[config.mk]
export PLATFORM = sky130hd
export DESIGN_NAME = spi_apb_sequencer
export DESIGN_NICKNAME = d
export VERILOG_FILES = /design/src/rtl/spi_apb_sequencer.sv
export SDC_FILE = /design/constraint.sdc
export NUM_CORES = 1
export LEC_CHECK = 0
export CORE_ASPECT_RATIO = 2
export CORE_UTILIZATION = 48
export CTS_CLUSTER_DIAMETER = 40
export DETAILED_ROUTE_END_ITERATION = 10
export PLACE_DENSITY = 0.78
export SYNTH_ARGS = -nofsm -noshare
export SYNTH_HDL_FRONTEND = slang
export SYNTH_SLANG_ARGS = --single-unit
[constraint.sdc]
create_clock -name pclk_i -period 2.5 [get_ports pclk_i]
set_clock_uncertainty 0.05 [all_clocks]
set_input_delay 0.25 -clock pclk_i [delete_from_list [all_inputs] [get_ports pclk_i]]
set_output_delay 0.25 -clock pclk_i [all_outputs]
set_load 0.05 [all_outputs]
[src/rtl/spi_apb_sequencer.sv]
// APB master command sequencer: queues write/read commands, issues each as one
// SETUP+ACCESS transfer with a pready timeout, and returns in-order responses.
module spi_apb_sequencer #(
    parameter int CMD_DEPTH = 4,
    parameter int TIMEOUT   = 255,
    parameter int ADDR_W    = 8,
    parameter int DATA_W    = 32
) (
    input  logic                             pclk_i,
    input  logic                             presetn_i,
    input  logic                             cmd_valid_i,
    output logic                             cmd_ready_o,
    input  logic                             cmd_write_i,
    input  logic [ADDR_W-1:0]                cmd_addr_i,
    input  logic [DATA_W-1:0]                cmd_wdata_i,
    output logic                             rsp_valid_o,
    input  logic                             rsp_ready_i,
    output logic [DATA_W-1:0]                rsp_rdata_o,
    output logic                             rsp_err_o,
    output logic                             rsp_timeout_o,
    output logic                             psel_o,
    output logic                             penable_o,
    output logic                             pwrite_o,
    output logic [ADDR_W-1:0]                paddr_o,
    output logic [DATA_W-1:0]                pwdata_o,
    input  logic [DATA_W-1:0]                prdata_i,
    input  logic                             pready_i,
    input  logic                             pslverr_i,
    output logic                             busy_o,
    output logic [$clog2(CMD_DEPTH+1)-1:0]   cmd_count_o
);

    localparam int PTR_W = (CMD_DEPTH > 1) ? $clog2(CMD_DEPTH) : 1;
    localparam int CNT_W = $clog2(CMD_DEPTH + 1);
    localparam int TMO_W = (TIMEOUT > 0) ? $clog2(TIMEOUT + 1) : 1;
    // The abort fires on the TIMEOUT-th low-ready ACCESS cycle, i.e. while the counter still reads TIMEOUT-1.
    localparam logic [TMO_W-1:0] TMO_LAST = TMO_W'((TIMEOUT > 0) ? (TIMEOUT - 1) : 0);
    localparam logic [CNT_W-1:0] CNT_FULL = CNT_W'(CMD_DEPTH);

    typedef enum logic [1:0] {
        ST_IDLE   = 2'd0,
        ST_SETUP  = 2'd1,
        ST_ACCESS = 2'd2
    } state_t;

    state_t                 state_r;
    logic                   fifo_write_r [CMD_DEPTH];
    logic [ADDR_W-1:0]      fifo_addr_r  [CMD_DEPTH];
    logic [DATA_W-1:0]      fifo_wdata_r [CMD_DEPTH];
    logic [PTR_W-1:0]       wr_ptr_r;
    logic [PTR_W-1:0]       rd_ptr_r;
    logic [CNT_W-1:0]       count_r;
    logic [CNT_W-1:0]       count_next_s;
    logic                   cmd_ready_r;
    logic                   psel_r;
    logic                   penable_r;
    logic                   pwrite_r;
    logic [ADDR_W-1:0]      paddr_r;
    logic [DATA_W-1:0]      pwdata_r;
    logic [TMO_W-1:0]       tmo_cnt_r;
    logic                   rsp_valid_r;
    logic [DATA_W-1:0]      rsp_rdata_r;
    logic                   rsp_err_r;
    logic                   rsp_timeout_r;
    logic                   push_s;
    logic                   pop_s;
    logic                   abort_s;

    assign push_s  = cmd_valid_i & cmd_ready_r;
    assign pop_s   = (state_r == ST_IDLE) & (count_r != {CNT_W{1'b0}}) & (~rsp_valid_r | rsp_ready_i);
    assign abort_s = (TIMEOUT != 0) & (state_r == ST_ACCESS) & ~pready_i & (tmo_cnt_r == TMO_LAST);

    // Next FIFO occupancy from the push/pop pair.
    always_comb begin
        count_next_s = count_r;
        case ({push_s, pop_s})
            2'b10:   count_next_s = count_r + {{(CNT_W-1){1'b0}}, 1'b1};
            2'b01:   count_next_s = count_r - {{(CNT_W-1){1'b0}}, 1'b1};
            default: count_next_s = count_r;
        endcase
    end

    // FIFO pointers, occupancy and registered ready (low whenever the current count is full).
    always_ff @(posedge pclk_i or negedge presetn_i) begin
        if (!presetn_i) begin
            wr_ptr_r    <= {PTR_W{1'b0}};
            rd_ptr_r    <= {PTR_W{1'b0}};
            count_r     <= {CNT_W{1'b0}};
            cmd_ready_r <= 1'b0;
        end else begin
            if (push_s) begin
                wr_ptr_r <= wr_ptr_r + {{(PTR_W-1){1'b0}}, 1'b1};
            end
            if (pop_s) begin
                rd_ptr_r <= rd_ptr_r + {{(PTR_W-1){1'b0}}, 1'b1};
            end
            count_r     <= count_next_s;
            cmd_ready_r <= (count_next_s != CNT_FULL);
        end
    end

    // Command storage; contents are only meaningful between push and pop.
    always_ff @(posedge pclk_i) begin
        if (push_s) begin
            fifo_write_r[wr_ptr_r] <= cmd_write_i;
            fifo_addr_r[wr_ptr_r]  <= cmd_addr_i;
            fifo_wdata_r[wr_ptr_r] <= cmd_wdata_i;
        end
    end

    // APB transfer FSM with timeout counter and single-entry response register.
    always_ff @(posedge pclk_i or negedge presetn_i) begin
        if (!presetn_i) begin
            state_r       <= ST_IDLE;
            psel_r        <= 1'b0;
            penable_r     <= 1'b0;
            pwrite_r      <= 1'b0;
            paddr_r       <= {ADDR_W{1'b0}};
            pwdata_r      <= {DATA_W{1'b0}};
            tmo_cnt_r     <= {TMO_W{1'b0}};
            rsp_valid_r   <= 1'b0;
            rsp_rdata_r   <= {DATA_W{1'b0}};
            rsp_err_r     <= 1'b0;
            rsp_timeout_r <= 1'b0;
        end else begin
            if (rsp_valid_r && rsp_ready_i) begin
                rsp_valid_r <= 1'b0;
            end
            case (state_r)
                ST_IDLE: begin
                    if (pop_s) begin
                        state_r  <= ST_SETUP;
                        psel_r   <= 1'b1;
                        pwrite_r <= fifo_write_r[rd_ptr_r];
                        paddr_r  <= fifo_addr_r[rd_ptr_r];
                        pwdata_r <= fifo_wdata_r[rd_ptr_r];
                    end else begin
                        psel_r <= 1'b0;
                    end
                    penable_r <= 1'b0;
                end
                ST_SETUP: begin
                    state_r   <= ST_ACCESS;
                    penable_r <= 1'b1;
                    tmo_cnt_r <= {TMO_W{1'b0}};
                end
                ST_ACCESS: begin
                    if (pready_i) begin
                        state_r       <= ST_IDLE;
                        psel_r        <= 1'b0;
                        penable_r     <= 1'b0;
                        rsp_valid_r   <= 1'b1;
                        rsp_rdata_r   <= pwrite_r ? {DATA_W{1'b0}} : prdata_i;
                        rsp_err_r     <= pslverr_i;
                        rsp_timeout_r <= 1'b0;
                    end else if (abort_s) begin
                        state_r       <= ST_IDLE;
                        psel_r        <= 1'b0;
                        penable_r     <= 1'b0;
                        tmo_cnt_r     <= tmo_cnt_r + {{(TMO_W-1){1'b0}}, 1'b1};
                        rsp_valid_r   <= 1'b1;
                        rsp_rdata_r   <= {DATA_W{1'b0}};
                        rsp_err_r     <= 1'b1;
                        rsp_timeout_r <= 1'b1;
                    end else begin
                        tmo_cnt_r <= tmo_cnt_r + {{(TMO_W-1){1'b0}}, 1'b1};
                    end
                end
                default: begin
                    state_r   <= ST_IDLE;
                    psel_r    <= 1'b0;
                    penable_r <= 1'b0;
                end
            endcase
        end
    end

    assign cmd_ready_o   = cmd_ready_r;
    assign cmd_count_o   = count_r;
    assign psel_o        = psel_r;
    assign penable_o     = penable_r;
    assign pwrite_o      = pwrite_r;
    assign paddr_o       = paddr_r;
    assign pwdata_o      = pwdata_r;
    assign rsp_valid_o   = rsp_valid_r;
    assign rsp_rdata_o   = rsp_rdata_r;
    assign rsp_err_o     = rsp_err_r;
    assign rsp_timeout_o = rsp_timeout_r;
    assign busy_o        = (count_r != {CNT_W{1'b0}}) | (state_r != ST_IDLE) | rsp_valid_r;

endmodule
== Word level (Yosys, flattened, before mapping) ==
Memories as Yosys holds them, arrays and structs flattened. A register that Yosys moved wholly into a read port is not among the register bits.
Index checks and enable logic that the tools add are counted.
Word-level totals
  logic and storage cells: 78
  bits in writable memories: 164
  input bits: 79
  output and inout port bits: 83
  memories kept: 3
  register bits after elaboration: 55
Cells by class
  muxes and demuxes: 24
  reduce and logical (&&, ||, !) cells: 14
  equality and inequality tests: 9
  bitwise logic cells: 11
  add/subtract/negate cells: 5
Memories
  fifo_wdata_r: words 4, width 32, read ports 1, clocked after memory_dff 1, wr ports 1, RTL line 49  | logic [DATA_W-1:0] fifo_wdata_r [CMD_DEPTH];
  fifo_addr_r: words 4, width 8, read ports 1, clocked after memory_dff 1, wr ports 1, RTL line 48  | logic [ADDR_W-1:0] fifo_addr_r [CMD_DEPTH];
  fifo_write_r: words 4, width 1, read ports 1, clocked after memory_dff 1, wr ports 1, RTL line 47  | logic fifo_write_r [CMD_DEPTH];
Operators with widths (count)
  32-bit 2-to-1 mux: 3
  8-bit one-hot mux with 2 select lines: 1
  1-bit 2-to-1 mux: 12
  2-bit AND reduction: 5
  8-bit by 1-bit adder with 8-bit output, second input constant: 1
  8-bit == test, second input constant: 1
  8-bit 2-to-1 mux: 1
  2-bit 2-to-1 mux: 3
  3-bit != test, second input constant: 2
  2-bit one-hot mux with 3 select lines: 1
  3-bit one-hot mux with 2 select lines: 1
  2-bit nonzero test: 3
  1-bit bitwise AND: 5
  2-bit by 1-bit adder with 2-bit output, second input constant: 2
  2-bit by 1-bit == test with 1-bit output, second input constant: 2
  2-bit == test, second input constant: 2
  2-bit != test, second input constant: 2
  3-bit by 1-bit adder with 3-bit output, second input constant: 1
  1-bit zero test: 3
  1-bit inverter: 3
  1-bit bitwise OR: 3
  1-bit one-hot mux with 3 select lines: 1
  3-bit nonzero test: 1
  3-bit by 1-bit subtractor with 3-bit output, second input constant: 1
  other kinds (3): 3

== Logic depth before layout (Yosys ltp) ==
Gate-level depths: netlist (run 1).
  depth in word-level cells: 6
  mapped depth: 11
  gate-level depth less buffers: 9

== Worst setup path before layout (run 1) ==
OpenSTA, ideal clock, no wires.
  kind: register to register
  start: register count_r[0] (netlist: cmd_count_o[0])
  end: register cmd_ready_r (netlist: cmd_ready_o)
  period minus slack after synthesis: 2.795 ns
  path buffers: 1
  slack: -0.295 ns
  setup time: 0.124 ns
  arrival: 2.621 ns
  cell stages (with the launch flop): 11
  cell sequence: dfrtp_1 -> or3_1 -> nand3_2 -> buf_6 -> inv_1 -> ha_1 -> inv_1 -> fa_1 -> xor2_1 -> or3_1 -> a211o_1
Between the ends
  longest elaborated chain between the ends: 6
  elaborated cells between the ends (all ways): 9
Ends and longest elaborated chain
  start, declared: RTL line 52  | logic [CNT_W-1:0] count_r;
  start signal, assigned: RTL line 88  | count_r <= {CNT_W{1'b0}};
  start signal, assigned: RTL line 97  | count_r <= count_next_s;
  3-bit nonzero test *: RTL line 70  | assign pop_s = (state_r == ST_IDLE) & (count_r != {CNT_W{1'b0}}) & (~rsp_valid_r | rsp_ready_i);
  1-bit bitwise AND * (2 in a row): RTL line 70
  named net pop_s: RTL line 66  | logic pop_s;
  2-bit by 1-bit == test with 1-bit output or 2-bit == test (tied branches): RTL line 76  | case ({push_s, pop_s})
  3-bit one-hot mux with 2 select lines *: RTL line 76
  3-bit != test *: RTL line 98  | cmd_ready_r <= (count_next_s != CNT_FULL);
  end signal, assigned: RTL line 98
  end, declared: RTL line 54  | logic cmd_ready_r;
The timed path passes the listed nets; every way through them passes the cells marked *.
A chain may end at the register's enable or synchronous reset.

== Worst setup path in the final report (run 1) ==
  start: register count_r[2] (netlist: cmd_count_o[2])
  end: output port busy_o
Between the ends
  longest elaborated chain between the ends: 3
Ends and longest elaborated chain
  3-bit nonzero test: RTL line 189  | assign busy_o = (count_r != {CNT_W{1'b0}}) | (state_r != ST_IDLE) | rsp_valid_r;
  1-bit bitwise OR (2 in a row): RTL line 189
  end, declared: RTL line 29  | output logic busy_o,
Every way passes these cells.

==> metrics, run 1 <==
PortBufs 161; CTS H-tree depth 1; yosys warns 0; First DRT Iteration DRCs 299; CTS Buffer Depth 3; synthesized cell area 10030 um2; DRC violations left 0; Crit-path slowest cell or4_1; vias in the first global route 5882; post-route ant nets 0; startpoint types register; GRT Util Overall 0.1941; clk_lat worst skew 0.51 ns; gpl congestion 0.7970; Slew Limit Fails 0; die area 21510 um2; cts bufs inserted 23; Yosys reg bits 260; critical-path maximum fanout 4; number of vias per cell 5.559; Fin. Hold Viols 0; die height 206.4 um; Slew headroom 0.5621; setup violators final 0; postcts setup bufs 0; initial core utilization 0.4901; critical path arrival 2.05 ns; Root Driver clkbuf_16; FP Rows 74; PnR worst setup slack 0.1524 ns; Core Area 20460 um2; Main synth FF type edfxtp_1; Netlist cell types 44; dpl ws -0.05742 ns; Horiz. Die Dim 104.2 um; status finished, final reports clean; io pins 162; nets 783; Hold/Removal Path Class input port to asynchronous set/reset pin; first-pass GRT wire length 31.66 mm; Seq/Total Area, Yosys 0.7306; EDFF count, synth 164; via count 5437; Crit path required time 2.20 ns; Slew @ Worst Pin 0.6568 ns; Fillers 1430; total gr overflow 0; dpl hpwl 13.27 mm; RSZ-0062 raised after global routing false; clk sink count 260; syn_area_per_cell 19.32 um2; R2R depth 9; initial antenna violation count 0; Synth-to-Final Area Change 28.18%; Synth area leader edfxtp_1; synth cell count leaders 164 x edfxtp_1, 96 x dfrtp_1, 42 x mux2_2, 41 x mux4_2; Leakage 4.677 nW; n_diodes 0; largest net degree at the start of global routing 45; Gate Count Post-Synth 519; asr flop ratio synth 0.3692; Reg clk slew, reported paths 0.07 ns; CP Class register to output pin; post-layout minimum cycle time 2.348 ns; post-synth top area share 0.4911; R2R setup slack 0.23 ns; Fin Hold WS 0.2291 ns; most frequent cell after synthesis edfxtp_1; CP max stage delay 0.48 ns; Post-Route WL 20.50 mm; TritonCTS clock tree yes; Max VDD drop 0.8690 mV; Max-Cap Viols 0; Fmax 426.0 MHz; CP Capture Type output pin; Mapped Nets 606; first drt pass iteration count 4; fraction of layout cells with a size suffix above 1 0.2205; drt wl/cell 20.96 um; ranking of synthesized cells by area edfxtp_1 49%, dfrtp_1 24%, mux4_2 9.2%; crit-path cells or3_4, or4_1, buf_4; final worst path period share 0.9390; pwr dens 1371 nW/um2
## state kept, by name, indices dropped and copies added, names as in the netlist, 2 cells and up
register      flops
wr_ptr_r          2
rd_ptr_r          2
fifo_addr_r      32
paddr_o           8
rsp_rdata_o      32
fifo_write_r      4
fifo_wdata_r    128
state_r           2
pwdata_o         32
tmo_cnt_r         8
cmd_count_o       3
## critical path: cells and delay by family, from the launching register on
kind	cells	cell delay, ns
DFF	1	0.43
and+or+nand+nor	2	0.88
buffers and inverters	1	0.23
## final timing paths
| path | startpoint | to |
|---|---|---|
| min in group pclk_i | pslverr_i | rsp_err_o$_DFFE_PN0P_ |
| max in group asynchronous | presetn_i | rsp_rdata_o[26]$_DFFE_PN0P_ |
| worst min register to register | paddr_o[0]$_DFFE_PN0P_ | paddr_o[0]$_DFFE_PN0P_ |
| worst max register to register | state_r[0]$_DFFE_PN0P_ | cmd_ready_o$_DFF_PN0_ |
| worst max-delay path | cmd_count_o[2]$_DFF_PN0_ | busy_o |
| worst min-delay path | presetn_i | rsp_rdata_o[20]$_DFFE_PN0P_ |
## metrics by stage
stage          area, um2    util  setup TNS, ns  cells  power, mW
2_1_floorplan      10060       -       -0.01158    519      11.75
3_3_place_gp       12060  0.5893       -0.02674    936      13.86
3_5_place_dp       12060  0.5893       -0.05742    936      14.15
4_1_cts            12850  0.6282              0    978      17.85
5_1_grt            12850  0.6282              0    978      18.41
6_report           12850  0.6282              0    978      17.62
## where the power goes
part / switching [mW] / total [mW] / internal (mW)
registers: 0.632 / 6.48 / 5.85
logic: 4.27 / 7.48 / 3.21
clock network: 1.51 / 3.66 / 2.15
total: 6.41 / 17.6 / 11.2
## layout make-up
class / count / area, um2 / share of cell area
flip-flops and latches: 260 / 7337 / 0.5708
multi-input cells: 221 / 2521 / 0.1961
repair buffers: 180 / 1839 / 0.1431
clock buffers: 29 / 608.1 / 0.04730
well taps: 266 / 332.8 / 0.02589
clock inverters: 12 / 178.9 / 0.01392
inverters: 10 / 37.54 / 0.002920
## timing repair
action,CTS,global route
resized for setup,0,0
hold buffers,1,0
hold endpoints to repair,41,0
## logic make-up after synthesis
group,Yosys count,share of synthesized area
simple gates,38,0.02433
fa+ha+maj,8,0.01073
flops,260,0.7306
buf+inv,38,0.02308
compound gates,84,0.06463
xor+xnor,5,0.004367
mux,86,0.1422
## layer usage
layer,GRT usage,routed length [um],vias to the layer above,share of wire
met5,0,0,-,0
met4,0.08265,661,0,0.032
met3,0.03185,1013,41,0.049
met2,0.3702,11280,183,0.55
met1,0.2104,7541,2805,0.37
li1,-,-,2408,-
## cells in the final DEF (no fill, tap or decap), types with 9 or more instances in the layout
cell type | netlist | final
edfxtp_1 | 164 | 164
buf_4 | 1 | 13
mux4_2 | 41 | 41
clkdlybuf4s50_1 | 0 | 159
mux2_2 | 42 | 42
clkbuf_16 | 0 | 23
a22o_1 | 32 | 32
a21o_1 | 32 | 32
nand2_1 | 9 | 9
dfrtp_1 | 96 | 90
No activity file was read; power rests on OpenSTA's default activity.
==> run 2, diff against run 1 <==
--- a/config.mk
+++ b/config.mk
@@ -5,8 +5,11 @@
 export SDC_FILE = /design/constraint.sdc
 export NUM_CORES = 1
 export LEC_CHECK = 0
+export ABC_AREA = 1
+export CELL_PAD_IN_SITES_DETAIL_PLACEMENT = 1
+export CELL_PAD_IN_SITES_GLOBAL_PLACEMENT = 1
 export CORE_ASPECT_RATIO = 2
-export CORE_UTILIZATION = 48
+export CORE_UTILIZATION = 39
 export CTS_CLUSTER_DIAMETER = 40
 export DETAILED_ROUTE_END_ITERATION = 10
 export PLACE_DENSITY = 0.78
==> metrics, run 2 <==
Synth area leader edfxtp_1; setup violators final 0; largest net degree at the start of global routing 76; Hold/Removal Path Class input port to asynchronous set/reset pin; post-synth top area share 0.4633; total gr overflow 0; Slew Limit Fails 0; asr flop ratio synth 0.3692; Finished Cell Area 13540 um2; first drt pass iteration count 5; Fin. Hold Viols 0; Slew @ Worst Pin 0.7620 ns; Slew headroom 0.4920; First DRT Iteration DRCs 301; most frequent cell after synthesis edfxtp_1; nets 1153; DRC violations left 0; synth cell count leaders 164 x edfxtp_1, 134 x nand2_1, 108 x inv_1, 96 x dfrtp_1, 84 x a21oi_1; final worst path period share 0.8653; Netlist cell types 28; Reg clk slew, reported paths 0.06 ns; GRT Util Overall 0.2008; startpoint types register; placed instance area 12630 um2; io pins 162; cts bufs inserted 27; die height 235.5 um; EDFF count, synth 164; syn_area_per_cell 11.72 um2; Mapped Nets 994; status finished, final reports clean; gpl congestion 0.7352; FP Rows 85; CP Capture Type output pin; postcts setup bufs 0; CTS H-tree depth 1; clk sink count 260; most frequent cells in the layout 164 x edfxtp_1, 159 x clkdlybuf4s50_1, 134 x nand2_1, 108 x inv_1, 94 x dfrtp_1; vias in the first global route 8056; Gate Count Post-Synth 907; Max-Cap Viols 0; first-pass GRT wire length 43.33 mm; commonest non-fill, non-tap cell in the layout edfxtp_1; RSZ-0062 raised after global routing false; Root Driver clkbuf_16; PortBufs 161; Seq/Total Area, Yosys 0.6893; critical path arrival 1.86 ns; CP Class register to output pin; post-route ant nets 0; number of vias per cell 5.147; initial core utilization 0.3966; synthesized cell area 10630 um2; pwr dens 1370 nW/um2; yosys warns 0; TritonCTS clock tree yes; Tot Pwr 18.55 mW; post-layout util 0.5053; Core Area 26800 um2; Post-Route WL 27.34 mm; Leakage 5.577 nW; Horiz. Die Dim 118.7 um; largest reg by FF count fifo_wdata_r; Fmax 462.3 MHz; post-layout minimum cycle time 2.163 ns; Synth-to-Final Area Change 27.42%; initial antenna violation count 1; dpl hpwl 17.21 mm; Crit path required time 2.20 ns; Yosys reg bits 260; via count 7386; fraction of layout cells with a size suffix above 1 0.1234; Main synth FF type edfxtp_1; drt wl/cell 19.05 um; clk_lat worst skew 0.54 ns; Max VDD drop 1.002 mV; CTS Buffer Depth 3; Largest register FFs 128; die area 27960 um2; ranking of synthesized cells by area edfxtp_1 46%, dfrtp_1 23%, nand2_1 4.7%; critical-path maximum fanout 4
[run 2: cell count changes in the layout (fill, tap and decap cells not counted), moves of 41 or more]
cell,previous run,this run
a21oi_1,2,84
inv_1,8,108
mux2_2,42,0
mux4_2,41,0
nand2_1,9,134
nand3_1,4,60
o21ai_0,7,69
[run 2: per-layer routing]
layer	global-route usage	routed length (um)
met1	0.2073	9922
met2	0.3906	15220
met3	0.02422	1117
met4	0.09743	1078
met5	0	0
[run 2: what timing repair did]
| action | in CTS | in global routing |
|---|---|---|
| endpoints found under the hold margin | 29 | 0 |
| resized for setup | 1 | 0 |
| hold buffers | 1 | 0 |
| endpoints found under the setup margin | 1 | 0 |
[run 2: power by group]
part / switching (mW) / internal (mW) / leakage (nW)
registers: 0.760 / 5.85 / 2.71
logic: 5.46 / 2.45 / 2.43
clock network: 1.73 / 2.32 / 0.438
total: 7.95 / 10.6 / 5.58
[run 2: cell families (layout without fill, tap and decap cells)]
group,after synthesis,in the layout,synth area share
simple gates,303,303,0.1482
flops,260,260,0.6893
compound gates,171,171,0.08052
buf+inv,162,341,0.06934
fa+ha+maj,8,8,0.01012
xor+xnor,3,3,0.002472
other cells,0,1,0
[run 2: worst paths after layout]
| check | startpoint | to | slack (ns) | cells past startpoint |
|---|---|---|---|---|
| max | cmd_count_o[0]$_DFF_PN0_ | busy_o | 0.34 | 3 |
| min | presetn_i | rsp_rdata_o[7]$_DFFE_PN0P_ | 0.18 | 2 |
| max reg2reg | state_r[1]$_DFFE_PN0P_ | cmd_ready_o$_DFF_PN0_ | 0.43 | 11 |
| min reg2reg | psel_o$_DFFE_PN0P_ | psel_o$_DFFE_PN0P_ | 0.43 | 2 |
| max in group asynchronous | presetn_i | pwdata_o[11]$_DFFE_PN0P_ | 1.50 | 3 |
| min in group pclk_i | prdata_i[28] | rsp_rdata_o[28]$_DFFE_PN0P_ | 0.25 | 3 |
[run 2: worst max-delay path, stage by stage, from the launching register on]
cell and delay [ns]:
dfrtp_1 0.43, nor3_2 0.33, nand3b_1 0.12, dlygate4sd2_1 0.45
[run 2: final cells by class]
class	count	area, um2
well taps	348	435.4
clock inverters	16	176.4
diodes	1	2.502
inverters	110	412.9
fillers	2834	13260
flip-flops and latches	260	7332
multi-input cells	485	2600
clock buffers	33	728.2
repair buffers	182	1856
[run 2: per-stage QoR]
| stage | setup TNS, ns | setup slack (ns) | hold WS (ns) | cells |
|---|---|---|---|---|
| after CTS | 0 | 0.2877 | 0.1676 | 1434 |
| after global routing | 0 | 0.2146 | 0.1844 | 1435 |
| after detailed placement | 0 | 0.1296 | 0.2044 | 1384 |
| after global placement | 0 | 0.1720 | 0.2033 | 1384 |
| after floorplan | -107.38 | -0.6547 | -0.09559 | 907 |
| final | 0 | 0.3369 | 0.1750 | 1435 |
==> run 3, diff against run 2 <==
--- a/config.mk
+++ b/config.mk
@@ -8,7 +8,6 @@
 export ABC_AREA = 1
 export CELL_PAD_IN_SITES_DETAIL_PLACEMENT = 1
 export CELL_PAD_IN_SITES_GLOBAL_PLACEMENT = 1
-export CORE_ASPECT_RATIO = 2
 export CORE_UTILIZATION = 39
 export CTS_CLUSTER_DIAMETER = 40
 export DETAILED_ROUTE_END_ITERATION = 10
==> metrics, run 3 (synthesis gave the netlist of run 2 again) <==
commonest non-fill, non-tap cell in the layout edfxtp_1; Max-Cap Viols 0; CTS Buffer Depth 3; Finished Cell Area 13930 um2; Core Area 26880 um2; die height 167.1 um; DR WL met3 1.617 mm; critical-path maximum fanout 4; dpl hpwl 16.27 mm; final worst path period share 0.8341; CP Class register to register; nets 1169; Clock power frac 0.267; largest reg by FF count fifo_wdata_r; Internal Power 11.60 mW; fraction of layout cells with a size suffix above 1 0.1376; post-route ant nets 0; most frequent cells in the layout 164 x edfxtp_1, 159 x clkdlybuf4s50_1, 134 x nand2_1, 108 x inv_1, 94 x dfrtp_1; io pins 162; die area 27920 um2; vias in the first global route 7883; setup violators final 0; switching portion of total power 0.4118; RSZ-0062 raised after global routing false; Synth-to-Final Area Change 31.07%; initial core utilization 0.3955; Fillers 2873; Slew headroom 0.5881; sequential group share of total power 0.334; drt wl/cell 18.61 um; Fin. Hold Viols 0; placed instance area 12660 um2; post-layout util 0.5183; gpl congestion 0.7285; Crit path required time 2.83 ns; TritonCTS clock tree yes; Reg clk slew, reported paths 0.06 ns; status finished, final reports clean; critical path arrival 2.42 ns; Slew Limit Fails 0; total gr overflow 0; met2 wire len 13.76 mm; Gate power share 0.398; Root Driver clkbuf_16; startpoint types register; Leakage 5.778 nW; FP Rows 60; sw power 8.118 mW; postcts setup bufs 0; Slew @ Worst Pin 0.6179 ns; First DRT Iteration DRCs 387; Largest register FFs 128; Top Layer Used met4; initial antenna violation count 1; met1 wire length 11.16 mm; Fin Hold WS 0.2085 ns; Fmax 479.5 MHz; via count 7348; first-pass GRT wire length 43.54 mm; TNS Setup 0 ns; clk sink count 260; cts bufs inserted 38; Horiz. Die Dim 167.1 um; Max VDD drop 0.7524 mV; GRT Util Overall 0.1990; first drt pass iteration count 4; largest net degree at the start of global routing 64; Post-Route WL 27.07 mm; pwr dens 1415 nW/um2; clk_lat worst skew 0.52 ns; CP Capture Type register; PortBufs 161; DRC violations left 0; Hold/Removal Path Class input port to asynchronous set/reset pin; post-layout minimum cycle time 2.085 ns; CTS H-tree depth 2; number of vias per cell 5.054
-- run 3: changes by cell type in the layout (fill, tap and decap cells not counted), moves of 2 or more --
| cell | previous run | this run |
|---|---|---|
| clkbuf_16 | 27 | 38 |
| buf_4 | 14 | 19 |
| clkbuf_1 | 3 | 8 |
| bufinv_16 | 2 | 4 |
| clkinv_1 | 0 | 2 |
| clkinv_2 | 4 | 6 |
-- run 3: metrics by stage --
step | cells | worst slack [ns] | power [mW]
2_1_floorplan | 907 | -0.6547 | 11.82
3_3_place_gp | 1382 | 0.2192 | 14.29
3_5_place_dp | 1382 | 0.1318 | 14.58
4_1_cts | 1453 | 0.03946 | 19.98
5_1_grt | 1453 | 0.2365 | 20.78
6_report | 1454 | 0.4147 | 19.72
-- run 3: cell type report --
| class | instances | area, um2 | area share |
|---|---|---|---|
| sequential | 260 | 7332 | 0.5263 |
| multi-input combinational | 485 | 2600 | 0.1866 |
| timing repair buffer | 187 | 1897 | 0.1362 |
| clock buffer | 48 | 1008 | 0.07239 |
| tap | 341 | 426.7 | 0.03063 |
| inverter | 110 | 412.9 | 0.02964 |
| clock inverter | 22 | 251.5 | 0.01805 |
| antenna | 1 | 2.502 | 0.0001796 |
-- run 3: routing by layer --
layer,vias to the layer above,GRT usage
li1,3464,-
met1,3640,0.2393
met2,202,0.3551
met3,42,0.04515
met4,0,0.05717
met5,-,0
-- run 3: final timing paths --
kind                                          endpoint  depth (start not counted)                   start  slack, ns
hold reg to reg                     psel_o$_DFFE_PN0P_                          2      psel_o$_DFFE_PN0P_       0.43
min in group pclk_i        rsp_rdata_o[28]$_DFFE_PN0P_                          3            prdata_i[28]       0.27
hold / removal                 rd_ptr_r[0]$_DFFE_PN0P_                          2               presetn_i       0.21
max in group asynchronous     pwdata_o[29]$_DFFE_PN0P_                          3               presetn_i       1.56
setup reg to reg                 cmd_ready_o$_DFF_PN0_                         11  state_r[1]$_DFFE_PN0P_       0.41
setup / recovery                 cmd_ready_o$_DFF_PN0_                         11  state_r[1]$_DFFE_PN0P_       0.41
-- run 3: power by group through the flow --
stage	logic, mW	registers [mW]	clock network [mW]
2_1_floorplan	3.20	8.62	0
3_3_place_gp	7.69	6.60	0
3_5_place_dp	7.92	6.66	0
4_1_cts	7.99	6.61	5.38
5_1_grt	8.51	6.73	5.54
6_report	7.85	6.59	5.27
-- run 3: critical path: stages, from the launching register on --
cell	delay, ns
dfrtp_1	0.42
nor2_2	0.16
nand2_1	0.13
nor2_4	0.13
ha_1	0.16
inv_1	0.07
fa_1	0.38
inv_1	0.07
nand2_1	0.05
nand3_1	0.08
xor2_1	0.20
nand2_1	0.07
-- run 3: what timing repair did --
| item | in CTS | in global routing |
|---|---|---|
| resized for setup | 0 | 1 |
| hold endpoints to repair | 29 | 0 |
| endpoints found under the setup margin | 0 | 1 |
| hold buffers | 1 | 0 |
